$ cat src/rtl/spi_pkg.sv
// Shared definitions for the SPI command path: state encoding and default
// opcode / width values used by the sequencer and the shift-register block.
package spi_pkg;

  localparam int DEF_ADDR_W = 16;
  localparam int DEF_DATA_W = 8;

  localparam logic [7:0] DEF_CMD_READ  = 8'h03;
  localparam logic [7:0] DEF_CMD_WRITE = 8'h02;

  typedef enum logic [2:0] {
    ST_IDLE   = 3'd0,
    ST_CMD    = 3'd1,
    ST_ADDR   = 3'd2,
    ST_WDATA  = 3'd3,
    ST_RFETCH = 3'd4,
    ST_RDATA  = 3'd5,
    ST_IGNORE = 3'd6
  } state_t;

endpackage

$ cat src/rtl/spi_cmd_ctrl_if.sv
// Synchronous memory port between the SPI command sequencer and the
// register/memory array.
interface spi_cmd_ctrl_if #(
  parameter int ADDR_W = spi_pkg::DEF_ADDR_W,
  parameter int DATA_W = spi_pkg::DEF_DATA_W
);
  // mem_we / mem_re are single-cycle strobes, never high together, qualified
  // by mem_addr (and mem_wdata for writes) in the same cycle; mem_rdata must
  // be valid exactly one cycle after mem_re and is not held afterwards.
  logic [ADDR_W-1:0] mem_addr;
  logic [DATA_W-1:0] mem_wdata;
  logic              mem_we;
  logic              mem_re;
  logic [DATA_W-1:0] mem_rdata;

  modport master (
    output mem_addr, mem_wdata, mem_we, mem_re,
    input  mem_rdata
  );

  modport slave (
    input  mem_addr, mem_wdata, mem_we, mem_re,
    output mem_rdata
  );
endinterface

$ cat src/rtl/spi_bit_cnt.sv
// Bit-within-byte counter for the SPI sequencer; flags the strobe that
// completes each byte.
module spi_bit_cnt (
  input  logic clk,
  input  logic rst,
  input  logic clr,
  input  logic bit_valid,
  output logic byte_done
);

  logic [2:0] cnt;

  // A clearing cycle never completes a byte, so an aborted 8th bit is lost.
  assign byte_done = bit_valid && !clr && (cnt == 3'd7);

  always_ff @(posedge clk or posedge rst) begin
    if (rst) begin
      cnt <= 3'd0;
    end else if (clr) begin
      cnt <= 3'd0;
    end else if (bit_valid) begin
      cnt <= cnt + 3'd1;
    end
  end

endmodule

$ cat src/rtl/spi_cmd_ctrl.sv
// SPI-slave command sequencer: decodes READ/WRITE opcode, 16-bit address and
// burst data bytes, drives a synchronous memory port and shifts reads onto miso.
module spi_cmd_ctrl
  import spi_pkg::*;
#(
  parameter logic [7:0] CMD_READ  = DEF_CMD_READ,
  parameter logic [7:0] CMD_WRITE = DEF_CMD_WRITE,
  parameter int         ADDR_W    = DEF_ADDR_W,
  parameter int         DATA_W    = DEF_DATA_W
) (
  input  logic           clk,
  input  logic           rst,
  input  logic           cs_n,
  input  logic           bit_valid,
  input  logic           bit_in,
  output logic           miso,
  output logic           busy,
  output logic           cmd_err,
  output state_t         state,
  spi_cmd_ctrl_if.master mem
);

  localparam int ADDR_BYTES = ADDR_W / 8;
  localparam int AB_W       = (ADDR_BYTES > 1) ? $clog2(ADDR_BYTES) : 1;

  // Only the seven most recent bits are stored; the incoming bit completes the byte.
  logic [6:0]        rx_shift;
  logic [7:0]        rx_byte;
  logic [DATA_W-1:0] tx_shift;
  logic [ADDR_W-1:0] addr_acc;
  logic [AB_W-1:0]   addr_byte;
  logic              rd_flag;
  logic              byte_done;
  logic              cnt_clr;

  assign rx_byte = {rx_shift, bit_in};
  assign cnt_clr = cs_n || (state == ST_IDLE);
  assign miso    = tx_shift[DATA_W-1];
  assign busy    = (state != ST_IDLE);

  spi_bit_cnt u_bit_cnt (
    .clk       (clk),
    .rst       (rst),
    .clr       (cnt_clr),
    .bit_valid (bit_valid),
    .byte_done (byte_done)
  );

  always_ff @(posedge clk or posedge rst) begin
    if (rst) begin
      state         <= ST_IDLE;
      rx_shift      <= '0;
      tx_shift      <= '0;
      addr_acc      <= '0;
      addr_byte     <= '0;
      rd_flag       <= 1'b0;
      cmd_err       <= 1'b0;
      mem.mem_addr  <= '0;
      mem.mem_wdata <= '0;
      mem.mem_we    <= 1'b0;
      mem.mem_re    <= 1'b0;
    end else begin
      mem.mem_we <= 1'b0;
      mem.mem_re <= 1'b0;
      cmd_err    <= 1'b0;

      if (bit_valid) begin
        rx_shift <= rx_byte[6:0];
      end

      // The write issued last cycle advances the burst address, even on abort.
      if (mem.mem_we) begin
        mem.mem_addr <= mem.mem_addr + ADDR_W'(1);
      end

      if (cs_n) begin
        state    <= ST_IDLE;
        tx_shift <= '0;
      end else begin
        case (state)
          ST_IDLE: begin
            addr_acc  <= '0;
            addr_byte <= '0;
            state     <= ST_CMD;
          end

          ST_CMD: begin
            if (byte_done) begin
              if (rx_byte == CMD_READ) begin
                rd_flag <= 1'b1;
                state   <= ST_ADDR;
              end else if (rx_byte == CMD_WRITE) begin
                rd_flag <= 1'b0;
                state   <= ST_ADDR;
              end else begin
                cmd_err <= 1'b1;
                state   <= ST_IGNORE;
              end
            end
          end

          ST_ADDR: begin
            if (byte_done) begin
              if (addr_byte == AB_W'(ADDR_BYTES - 1)) begin
                mem.mem_addr <= (addr_acc << 8) | ADDR_W'(rx_byte);
                addr_byte    <= '0;
                if (rd_flag) begin
                  mem.mem_re <= 1'b1;
                  state      <= ST_RFETCH;
                end else begin
                  state <= ST_WDATA;
                end
              end else begin
                addr_acc  <= (addr_acc << 8) | ADDR_W'(rx_byte);
                addr_byte <= addr_byte + AB_W'(1);
              end
            end
          end

          ST_WDATA: begin
            if (byte_done) begin
              mem.mem_wdata <= rx_byte;
              mem.mem_we    <= 1'b1;
            end
          end

          // First cycle has mem_re high; the second captures mem_rdata.
          ST_RFETCH: begin
            if (!mem.mem_re) begin
              tx_shift <= mem.mem_rdata;
              state    <= ST_RDATA;
            end
          end

          ST_RDATA: begin
            if (bit_valid) begin
              tx_shift <= {tx_shift[DATA_W-2:0], 1'b0};
              if (byte_done) begin
                mem.mem_addr <= mem.mem_addr + ADDR_W'(1);
                mem.mem_re   <= 1'b1;
                state        <= ST_RFETCH;
              end
            end
          end

          ST_IGNORE: begin
            state <= ST_IGNORE;
          end

          default: begin
            state <= ST_IDLE;
          end
        endcase
      end
    end
  end

endmodule

$ cat src/flat_wrapper.sv
// flat-port wrapper written by rule: the top's interface ports become plain ports
module spi_cmd_ctrl_flat import spi_pkg::*;
#(
  parameter logic [7:0] CMD_READ  = DEF_CMD_READ,
  parameter logic [7:0] CMD_WRITE = DEF_CMD_WRITE,
  parameter int         ADDR_W    = DEF_ADDR_W,
  parameter int         DATA_W    = DEF_DATA_W
)
  (clk, rst, cs_n, bit_valid, bit_in, miso, busy, cmd_err, state, mem_mem_addr, mem_mem_wdata, mem_mem_we, mem_mem_re, mem_mem_rdata);
  spi_cmd_ctrl_if #(.ADDR_W(ADDR_W), .DATA_W(DATA_W)) mem_i ();
  input  logic clk;
  input  logic rst;
  input  logic cs_n;
  input  logic bit_valid;
  input  logic bit_in;
  output logic miso;
  output logic busy;
  output logic cmd_err;
  output state_t state;
  output wire logic [$bits(mem_i.mem_addr)-1:0] mem_mem_addr;
  output wire logic [$bits(mem_i.mem_wdata)-1:0] mem_mem_wdata;
  output wire logic [$bits(mem_i.mem_we)-1:0] mem_mem_we;
  output wire logic [$bits(mem_i.mem_re)-1:0] mem_mem_re;
  input wire logic [$bits(mem_i.mem_rdata)-1:0] mem_mem_rdata;
  assign mem_mem_addr = mem_i.mem_addr;
  assign mem_mem_wdata = mem_i.mem_wdata;
  assign mem_mem_we = mem_i.mem_we;
  assign mem_mem_re = mem_i.mem_re;
  assign mem_i.mem_rdata = mem_mem_rdata;
  spi_cmd_ctrl #(.CMD_READ(CMD_READ), .CMD_WRITE(CMD_WRITE), .ADDR_W(ADDR_W), .DATA_W(DATA_W)) u_core (.clk(clk), .rst(rst), .cs_n(cs_n), .bit_valid(bit_valid), .bit_in(bit_in), .miso(miso), .busy(busy), .cmd_err(cmd_err), .state(state), .mem(mem_i));
endmodule
$ cat config.mk
export PLATFORM = sky130hd
export DESIGN_NAME = spi_cmd_ctrl_flat
export DESIGN_NICKNAME = d
export VERILOG_FILES = /design/src/rtl/spi_pkg.sv /design/src/rtl/spi_cmd_ctrl_if.sv /design/src/rtl/spi_bit_cnt.sv /design/src/rtl/spi_cmd_ctrl.sv /design/src/flat_wrapper.sv
export SDC_FILE = /design/constraint.sdc
export NUM_CORES = 1
export LEC_CHECK = 0
export CORE_ASPECT_RATIO = 0.8
export CORE_MARGIN = 2
export CORE_UTILIZATION = 35
export DETAILED_ROUTE_END_ITERATION = 6
export PLACE_DENSITY = 0.53
export RECOVER_POWER = 50
export SETUP_SLACK_MARGIN = 0.3
export SYNTH_ARGS = -nofsm -noshare
export SYNTH_HDL_FRONTEND = slang
export SYNTH_SLANG_ARGS = --single-unit
$ cat constraint.sdc
create_clock -name clk -period 4.6 [get_ports clk]
set_input_delay 0.92 -clock clk [delete_from_list [all_inputs] [get_ports clk]]
set_output_delay 0.92 -clock clk [all_outputs]
set_load 0.03 [all_outputs]
==> results summary, run 1 <==
The cell area power density came out at roughly 310 nW/um^2. The root buffer cell chosen for the clock tree is sky130_fd_sc_hd__clkbuf_16. The maximum number of pins on one net before global-route repair came out at 38.

The post-synthesis cell type with the largest combined area is sky130_fd_sc_hd__dfrtp_1. The signed area change from the synthesized netlist to the final layout is 23.9%. Summed over all layers, the global routing overflow is 0. The total power after layout came out at 0.00125 W. The first-pass GRT wire length came out at 14500 um. In the post-synthesis netlist, the cell with the most instances is sky130_fd_sc_hd__dfrtp_1. Once detailed placement completed, the half-perimeter wirelength came to 6300 um. Summing all flip-flop and latch instances after layout gives roughly 1500 sq um.

The finished layout cell area came out at 4040 sq um. The top cell type's share of synthesized area is 0.446. The maximum vdd ir drop is ~0.20 mV. TritonCTS built the clock tree. In the global route stage, overall resource usage came out at 0.183. For this design, the slowest cell found on the critical path is sky130_fd_sc_hd__dlygate4sd3_1.

The detailed-route via count came out at 2830. The fraction of layout cells with a size suffix above 1 came out at 0.0933. The highest attainable clock frequency came out at 0.309 GHz. The relative slew slack is 0.0706. STA classifies the critical path endpoint as a flop. The average detailed-routed wire length per instance is 17.9 um. STA classifies the critical path startpoint as a primary input. The total of warnings raised by yosys is 0. The clock tree skew after final layout came out at around 0.0034 ns. Dividing the synthesized area by the synthesized cell count gives 9.50 sq um. The effective utilization at floorplan came out at 0.360. Sorting the synthesized cells by how often they occur yields sky130_fd_sc_hd__dfrtp_1 (58), sky130_fd_sc_hd__nand2_1 (41), sky130_fd_sc_hd__nor2_1 (28). The time the final worst path needs with I/O delays and setup is 3.24 ns. The largest buffer count on any clock path is 2. The number of clock buffers inserted by TritonCTS is 9. In the synthesized netlist the dominant register cell turns out to be sky130_fd_sc_hd__dfrtp_1. The arrival time reported for the critical path endpoint came out at approximately 3.5 ns. The met2 capacity usage during global routing is 0.259.

The kind of critical path is in2reg. The flow ran to the end, and the final reports show no timing, DRC or antenna violations. After floorplanning, the core was sized to cover 9040 sq um. The measured slew at the worst slew-check pin is roughly 1.4 ns.

The clock-pin slew on the worst setup and hold paths is around 0.050 ns. After detailed routing, the total wire length is between 8000 and 9000 um. The sequential share of the synthesized area is 0.446. At the end of routability-driven placement, the weighted congestion stood at 0.856.

The critical path goes through dlygate4sd3_1, and3b_1, o211ai_1, or4_1, a21oi_1, a221o_1. The largest incremental delay on the critical path is 1.00 ns. After layout, the worst setup slack is 1.36 ns.

Setup repair after global routing left no endpoint under its margin. The number of global-route vias before repair is 2658. The maximum fanout encountered on the critical timing path came out at 16. The class of the most critical hold timing path is reg2reg. The post-cts sizing count is 0. The synthesized instance count came out at 343. The count of buffering cells on the critical path with inverters included is 1. The clock network latency to the later pin of the worst-skew pair came out at 0.33 ns. The number of distinct library cells after synthesis came out at 51. The vertical extent of the die is 90.3 um. The final-report max-slew violation count came out at 0. The port buffer count is 44. In the global route stage, met1 resource usage came out at 0.278. For this design, the sink count on the clock tree is 58. The post-CTS setup buffer count came out at 0.

The fill cell total of the finished layout came out at 873. The die covers 10100 sq um. The fraction of the cycle the final worst path needs is 0.704. The required arrival time at the worst endpoint is 4.86 ns. The post-route setup TNS came out at 0 ns.

The number of flip-flops and latches in the synthesized netlist is 58. The via density per instance came out at 5.65. The number of nets in the layout is ~400. The x dimension of the die came out at 112 um. Before CTS, the worst setup slack after placement is 1.08 ns. The count of nets left with antenna violations after detail routing came out at 0. The synthesized netlist net count came out at 359. The number of hold buffers added after CTS was 0.

Max-cap violations in this run came to 0. The leakage dissipation came out at 1.69 nW. The cell family with the largest share of critical-path delay is buffers and inverters. After global routing, the most crowded layer is met1. The first-pass iteration count of the detailed router is 5. The summed instance area of the synthesized netlist is 3260 sq um. By area the synthesized netlist is led by sky130_fd_sc_hd__dfrtp_1 (45%), sky130_fd_sc_hd__mux2_2 (5.5%), sky130_fd_sc_hd__nand2_1 (4.7%), sky130_fd_sc_hd__o21ai_0 (3.5%), sky130_fd_sc_hd__xnor2_1 (3.5%). The number of rows in the core area is 31. The area after detailed placement is 3780 sq um. The boundary pin count is 45. The number of DRC markers in iteration 0 is a little under 200. The met3 usage in global routing came out at 0.0463.

The number of design rule violations left after detail routing came out at 0. The final number of setup-violating endpoints is 0. The number of antenna violations at the first check in global routing is 0.

The number of synthesized flops with an enable pin is 0. The fraction of synthesis flops using an asynchronous set or reset pin is 1.00. The number of H-tree levels is 3.

The count of final hold-check violations came out at 0. The multi-input combinational cell area came out at 1690 sq um. The final antenna diode count came out at 0.
[per-stage QoR]
stage,hold slack (ns),utilization,std cells
after floorplan,0.448,-,343
after global placement,0.458,0.419,487
after detailed placement,0.467,0.419,487
after CTS,0.477,0.447,501
after global routing,0.510,0.447,501
final,0.473,0.447,501
[sequential cells by signal, indices dropped and copies added (netlist names), 3 cells and up]
name                  count
u_core.mem.mem_wdata      8
u_core.mem.mem_addr      16
u_core.state              3
u_core.addr_acc           8
u_core.tx_shift           8
u_core.rx_shift           7
u_core.u_bit_cnt.cnt      3
[worst register-to-register path: cells and delay by family, from the launching register on]
kind,cells,cell delay (ns)
compound gates,2,0.53
simple gates,3,1.39
flops,1,0.62
[area by class of cell]
| type | count | share of cell area |
|---|---|---|
| multi-input combinational | 258 | 0.418 |
| sequential | 58 | 0.360 |
| timing repair buffer | 48 | 0.115 |
| clock buffer | 11 | 0.0601 |
| tap | 115 | 0.0356 |
| inverter | 8 | 0.00744 |
| clock inverter | 3 | 0.00434 |
[routing by layer]
metal | routed length, um | up-vias
met4 | 63 | 0
met1 | 4500 | 1366
li1 | - | 1345
met3 | 571 | 9
met5 | 0 | -
met2 | 3850 | 110
[worst paths after layout]
path	slack [ns]	from	depth (start not counted)	end
max in group asynchronous	1.39	rst	3	u_core.mem.mem_addr[15]
worst min register to register	0.47	u_core.tx_shift[6]	2	u_core.tx_shift[6]
min in group asynchronous	1.44	rst	2	u_core.cmd_err
worst max register to register	1.93	u_core.state[0]	5	u_core.mem.mem_addr[3]
worst max-delay path	1.36	bit_valid	6	u_core.mem.mem_addr[13]
worst min-delay path	0.47	u_core.tx_shift[6]	2	u_core.tx_shift[6]
[power by group]
part,internal (W),switching (W),total (W),leakage (nW)
sequential,0.000533,0.0000397,0.000573,0.739
clock,0.000370,0.000222,0.000592,0.127
combinational,0.0000393,0.0000476,0.0000869,0.827
total,0.000943,0.000309,0.00125,1.69
[placed cells by master (no fill, tap or decap), drive strengths merged, types with 4 or more instances in the layout]
master         Yosys  routed
dlygate4sd3        0       9
a211oi             6       6
clkbuf             9      13
o21ai             23      23
or4                4       4
nor2              29      29
o31ai             11      11
clkdlybuf4s50      0      35
a21oi             11      11
nand4              8       8
mux2i             12      12
inv                8       8
xnor2             13      13
nand2             41      41
nor4               7       7
xor2               9       9
dfrtp             58      58
mux2              16      16
nor3              13      13
nand3             10      10
[kinds of logic after synthesis]
logic type,after synthesis,share of synthesized area
XOR/XNOR,22,0.0592
AO/OA/AOI/OAI,79,0.163
buffers and inverters,27,0.0361
adder cells (fa/ha/maj),3,0.0115
multiplexers,28,0.0934
flip-flops,58,0.446
AND/OR/NAND/NOR,126,0.191
Power figures use the tool's default switching activity.
==> inputs of run 2 (changes only) <==
clock period = 3.23 ns   (was 4.6 ns; I/O delays follow)
==> run 2 against run 1 <==
Die area is the same. Largest power group unchanged. Non-clock buffer count grew 10. Highest routed layer unchanged. Sequential share of layout area shrank 1.1 points.
==> results summary, run 2 (same netlist as run 1, synthesis figures left out) <==
After floorplanning, the core was sized to cover 9040 sq um. The vertical extent of the die is roughly 90 um. The count of final hold-check violations is 0. The maximum vdd ir drop is 0.318 mV.

The clock-pin slew on the worst setup and hold paths came out at 0.05 ns. The first-pass iteration count of the detailed router came out at 5. STA classifies the critical path startpoint as a flop. The clock tree skew after final layout came out at 0.00717 ns. The x dimension of the die came out at around 110 um.

The run finished with clean final reports. The leakage dissipation came out at 1.75 nW. The arrival time reported for the critical path endpoint is 2.02 ns. For the finished layout, the period the worst path requires is about 2.7 ns. The length in cells of the worst reg-to-reg path is 7. The boundary pin count came out at 45.

The number of global-route vias before repair was 2741. TritonCTS built the clock tree. The count of nets left with antenna violations after detail routing came out at 0.

For this run, the post-layout net count is a little over 400. The measured slew at the worst slew-check pin is 1.49 ns. The number of H-tree levels is 3.

Setup violations remaining at the end of the flow were counted as 0. Compared with the post-synthesis result, the final layout area differs by 28.0%. The number of hold buffers added after cts came out at 0. The half-perimeter wire length of the detailed placement result is ~6400 um.

For the worst-skew pair, the clock arrives at the later sink with an insertion delay of 0.33 ns. The end point of the critical path is busy. The kind of critical path is reg2out. Timing would allow up to 0.376 GHz.

The number of design rule violations left after detail routing is 0. The worst hold margin came out at 0.470 ns. The final-report max-slew violation count came out at 0. The final antenna diode count is 0. The largest buffer count on any clock path is 2. The port buffer count came out at 44. The launch point of the worst path is u_core.state[1].

Summed over all layers, the global routing overflow is 0. The worst setup path is captured at a primary output. The worst register-to-register path begins at u_core.u_bit_cnt.cnt[0]. The first global-routing pass estimated about 15000 um of wire.

Data on the critical path is required at its endpoint by 2.58 ns. Counting every sink on the clock net gives 58. The average detailed-routed wire length per instance came out at 17.7 um. The number of clock buffers inserted by TritonCTS came out at 9. Row generation in the floorplan step produced 31 rows. More flip-flops sit in one register than any other, and that register is u_core.mem.mem_addr. Leaving out fill and tap cells, the most frequent cell in the layout is sky130_fd_sc_hd__dfrtp_1. Setup repair after global routing left no endpoint under its margin.

The maximum number of pins on one net before global-route repair is approximately 60. The worst setup slack for register-to-register paths came out at 0.87 ns. The number of antenna violations at the first check in global routing came to 0. The utilization of the core after routing is 0.461. The library cells used most frequently in the layout, excluding fill and tap cells, are sky130_fd_sc_hd__dfrtp_1 (58), sky130_fd_sc_hd__nand2_1 (41), sky130_fd_sc_hd__clkdlybuf4s50_1 (40). After detailed placement, the design holds a cell count of around 500. The placer congestion estimate is 0.852.

In the global route stage, overall resource usage came out at 0.189. The path class of the tightest hold or removal check is reg2reg. For this configuration, the core starts out at a cell density of 0.360.

In this run the critical register-to-register path is captured at u_core.mem.mem_addr[7]. The total power after layout is 0.00195 W. The register with the most flip-flops in the layout has 16 of them. The fraction of layout cells with a size suffix above 1 came out at 0.121.

The number of maximum-capacitance constraint violations is 0. The first routing iteration left roughly 240 violations. Adding up every negative setup slack in the final design gives 0 ns.

The routed wire length came out at 9080 um. The relative slew slack is 0.00984. Dividing total power by cell area gives a power density of 469 nW/um^2. The final route contains ~2.8k vias. The die area is 10100 sq um. Of all nets on the critical path, the largest fanout is 16. The final instance count without filler cells came out at just over 500. The clock tree root driver cell is sky130_fd_sc_hd__clkbuf_16. Dividing the final minimum period by the clock period gives 0.824. The via density per instance is 5.54.
==> run 2: cell types whose count changed in the layout (fill, tap and decap cells not counted), moves of 2 or more <==
cell	previous run	this run
sky130_fd_sc_hd__buf_4	2	10
sky130_fd_sc_hd__bufinv_16	0	2
sky130_fd_sc_hd__clkdlybuf4s50_1	35	40
sky130_fd_sc_hd__dlygate4sd3_1	9	4
==> run 2: timing repair <==
item                                    4_1_cts  5_1_grt
setup buffers                                 0        0
endpoints found under the setup margin        0        1
gates resized for setup                       0        1
==> run 2: critical path: stages (launching register included) <==
cell                              delay (ns)
sky130_fd_sc_hd__dfrtp_1                0.53
sky130_fd_sc_hd__nor3_2                 0.33
sky130_fd_sc_hd__inv_1                  0.19
sky130_fd_sc_hd__clkdlybuf4s50_1        0.63
==> run 2: worst min path at each step <==
stage,end,start,cells after the start,slack (ns)
2_1_floorplan,u_core.tx_shift[1],u_core.tx_shift[1],2,0.45
6_report,u_core.tx_shift[7],u_core.tx_shift[7],2,0.47
5_1_grt,u_core.tx_shift[1],u_core.tx_shift[1],2,0.50
4_1_cts,u_core.tx_shift[2],u_core.tx_shift[2],2,0.48
3_3_place_gp,u_core.tx_shift[1],u_core.tx_shift[1],2,0.46
3_5_place_dp,u_core.tx_shift[2],u_core.tx_shift[2],2,0.47
==> run 2: where the power goes <==
group	total, W	internal, W	switching (W)
combinational	0.000134	0.0000588	0.0000756
sequential	0.000807	0.000759	0.0000475
clock	0.00101	0.000689	0.000325
==> run 2: per-layer routing <==
metal  wire, um  GRT usage
met1       4640      0.295
met2       3790      0.254
met3        572     0.0423
met4         78     0.0638
met5          0          0
==> run 2: area by class of cell <==
class                      instances  area, sq um
inverter                           8         30.0
tap                              115          144
timing repair buffer              58          532
fill                             879         4870
clock buffer                      10          239
multi-input combinational        258         1690
clock inverter                     5         78.8
sequential                        58         1450
==> run 2: per-stage QoR <==
stage / setup WS, ns / cell area [sq um]
after floorplan: 1.06 / 3260
after global placement: 0.346 / 3860
after detailed placement: 0.278 / 3860
after CTS: 0.397 / 4180
after global routing: 0.395 / 4170
final: 0.567 / 4170
==> inputs of run 3 (changes only) <==
PLACE_DENSITY = 0.55   (was 0.53)
clock period = 2.4 ns   (was 3.23 ns; I/O delays follow)
==> run 3 against run 2 <==
The run now ends with capacitance limit left. Combinational power grew 42%. Worst setup slack lost 0.25 ns. Sequential power grew 35%. Utilization rose by 2.4 points. Clock-buffer cell count unchanged. Non-clock buffer count up 26. Cell area increased by 5.1%. Critical endpoint is now u_core.state[0]. Largest power group unchanged. Highest routed layer unchanged.
==> results summary, run 3 (same netlist as run 1, synthesis figures left out) <==
The maximum number of pins on one net before global-route repair came out at 59. The number of antenna violations at the first check in global routing is 0. Hold repair after CTS inserted 0 buffers. IR analysis of the VDD net gives a maximum drop of 0.531 mV. The count of nets left with antenna violations after detail routing is 0.

STA classifies the critical path endpoint as a flop. Setup repair after global routing could not meet its margin everywhere. The final number of setup-violating endpoints came out at 0. After detailed routing, the number of vias per cell comes to 5.48. The leakage dissipation is 1.89 nW. The number of global-route vias before repair came out at 2839. The cell area power density came out at 606 nW/um^2.

The number of nets in the layout came out at roughly 440. The count of final hold-check violations came out at 0. Counting cells, the worst reg-to-reg path comes to 8. Of all nets on the critical path, the largest fanout is 5. The post-CTS setup buffer count is 0. The final reports fail on capacitance limit. Across the run, the number of max-cap violations was 1. The worst setup slack for register-to-register paths is 0.33 ns.

The final layout contains routed wiring with a total length of 9280 um. The worst hold path belongs to the class reg2reg. The die area came out at 10100 sq um. Leaving out fill and tap cells, the most frequent cell in the layout is sky130_fd_sc_hd__dfrtp_1. The clock-pin slew on the worst setup and hold paths came out at ~0.05 ns. The half-perimeter wire length of the detailed placement result came out at 6700 um.

The type of origin of the critical path is a primary input. The depth of the worst hold-timing path came out at 2. The final worst setup slack came out at roughly 0.31 ns. The relative slew slack is 0.00129.

The floorplan core area came out at 9040 sq um. The first-pass GRT wire length is 15100 um. The clock network latency to the later pin of the worst-skew pair came out at roughly 0.33 ns. The global-route total usage across every layer is 0.192. The die is 90.3 um tall. The worst hold path begins at u_core.tx_shift[1]. In this run the power spent charging and discharging nets is 0.000621 W. The slowest stage of the critical path is the sky130_fd_sc_hd__dlygate4sd3_1 cell. TritonCTS built the clock tree.

The fraction of layout cells with a size suffix above 1 is 0.186. After filler insertion, the fill cell instance count of the layout stands at 887. The combinational power share came out at 0.072. The area growth from synthesis to layout is 34.5%. The share of total power consumed by net switching came out at 0.234. At the end of routability-driven placement, the weighted congestion stood at just over 0.9. The number of rows in the core area is 31. The library cells used most frequently in the layout, excluding fill and tap cells, are sky130_fd_sc_hd__dfrtp_1 (58), sky130_fd_sc_hd__nand2_1 (41), sky130_fd_sc_hd__clkdlybuf4s50_1 (38). Derived from the worst setup path, the maximum achievable clock frequency is between 0.4 and 0.5 GHz.

The total power after layout is 0.00265 W. The flow ran to the end, but the final reports show violations. The final-report max-slew violation count is 0. The finished layout holds 539 standard cells, fillers aside. The number of placed instances, taps included, is ~520.

In this run, post-CTS repair resized a total of 4 instances. The number of H-tree levels is 3. Of the total power, the clock network draws 0.516.

The path with the worst hold slack has its endpoint at u_core.tx_shift[1]. The first-pass iteration count of the detailed router is 4. The measured slew at the worst slew-check pin came out at between 1 and 1.5 ns.

Measured along the x axis, the die boundary spans 112 um. The number of design rule violations left after detail routing came out at 0. The largest buffer count on any clock path is 2. The cell sitting at the root of the clock tree is a sky130_fd_sc_hd__clkbuf_16. The clock sink count is just under 60.

The minimum setup slack after placement is -0.0443 ns. The share of power burned in registers came out at 0.413. The overall overflow remaining after global route came out at 0. At the worst endpoint, the arrival time is 2.30 ns. The final antenna diode count came out at 0. The register with the most flip-flops is u_core.mem.mem_addr. The critical path is of the in2reg type. In this run the tool buffered the top-level ports with 44 buffer cells. The number of clock buffers inserted by TritonCTS came out at 9. The required arrival time at the worst endpoint is 2.62 ns. The detailed-route via count is 2952. Walking the worst path, the cells encountered are dlygate4sd3_1, clkbuf_1, nand3_2, or3_1, a31oi_1, mux2i_1, nor2_1. The utilization of the core after routing came out at 0.485. The fraction of the cycle the final worst path needs came out at 0.869. The capturing point of the worst reg2reg path is u_core.mem.mem_addr[4]. The largest incremental delay on the critical path came out at 0.63 ns.

Subtracting the final worst setup slack from the clock period gives 2.09 ns. The register with the most flip-flops in the layout has 16 of them. The average detailed-routed wire length per instance came out at 17.2 um.

The origin of the critical flop-to-flop path is u_core.u_bit_cnt.cnt[0]. During I/O placement, the number of pins put on the boundary was 45. Cell internal power was estimated by the tool at 0.00203 W.

The effective utilization at floorplan is 0.360. In this run, the number of DRC markers left after iteration 0 of detailed routing was 258. The clock arrives with 0.00564 ns of skew.
[run 3: cell count changes in the layout (fill, tap and decap cells not counted), moves of 2 or more]
cell / change
sky130_fd_sc_hd__dlygate4sd3_1: -3
sky130_fd_sc_hd__clkdlybuf4s50_1: -2
sky130_fd_sc_hd__dlygate4sd2_1: +4
sky130_fd_sc_hd__buf_4: +26
sky130_fd_sc_hd__clkinv_2: +2
[run 3: routing by layer]
layer / share of wire / global-route usage
met5: 0 / 0
met3: 0.041 / 0.0450
met4: 0.018 / 0.0669
met2: 0.44 / 0.272
met1: 0.50 / 0.285
[run 3: area by class of cell]
type	instances	area (sq um)	area share
flip-flops and latches	58	1450	0.331
clock buffers	10	239	0.0546
inverters	8	30.0	0.00686
repair buffers	84	724	0.165
clock inverters	6	80.1	0.0183
well taps	115	144	0.0328
multi-input cells	258	1710	0.391
[run 3: power groups by stage]
stage | Combinational (W) | Clock (W) | Sequential [W]
2_1_floorplan | 0.000118 | 0 | 0.00108
3_3_place_gp | 0.000196 | 0 | 0.00111
3_5_place_dp | 0.000201 | 0 | 0.00111
4_1_cts | 0.000198 | 0.00140 | 0.00109
5_1_grt | 0.000209 | 0.00145 | 0.00110
6_report | 0.000190 | 0.00137 | 0.00109
[run 3: worst max path at each step]
stage | from | to | slack (ns) | cells after the start
2_1_floorplan | u_core.u_bit_cnt.cnt[0] | u_core.mem.mem_addr[3] | 0.30 | 8
3_3_place_gp | cs_n | u_core.mem.mem_addr[7] | 0.006 | 6
3_5_place_dp | cs_n | u_core.mem.mem_addr[7] | -0.04 | 6
4_1_cts | u_core.state[1] | busy | 0.27 | 3
5_1_grt | bit_valid | u_core.tx_shift[0] | 0.14 | 7
6_report | bit_valid | u_core.state[0] | 0.31 | 7
[run 3: worst max-delay path, delay by kind of cell]
kind            cells  cell delay, ns
simple gates        3            0.56
buf+inv             2            0.81
compound gates      1            0.22
mux                 1            0.23
[run 3: per-stage QoR]
stage          setup TNS [ns]  instance area, sq um  hold slack [ns]
3_3_place_gp                0                  4070            0.459
6_report                    0                  4380            0.473
5_1_grt                     0                  4380            0.490
2_1_floorplan               0                  3260            0.448
4_1_cts                     0                  4380            0.480
3_5_place_dp          -0.0715                  4070            0.467
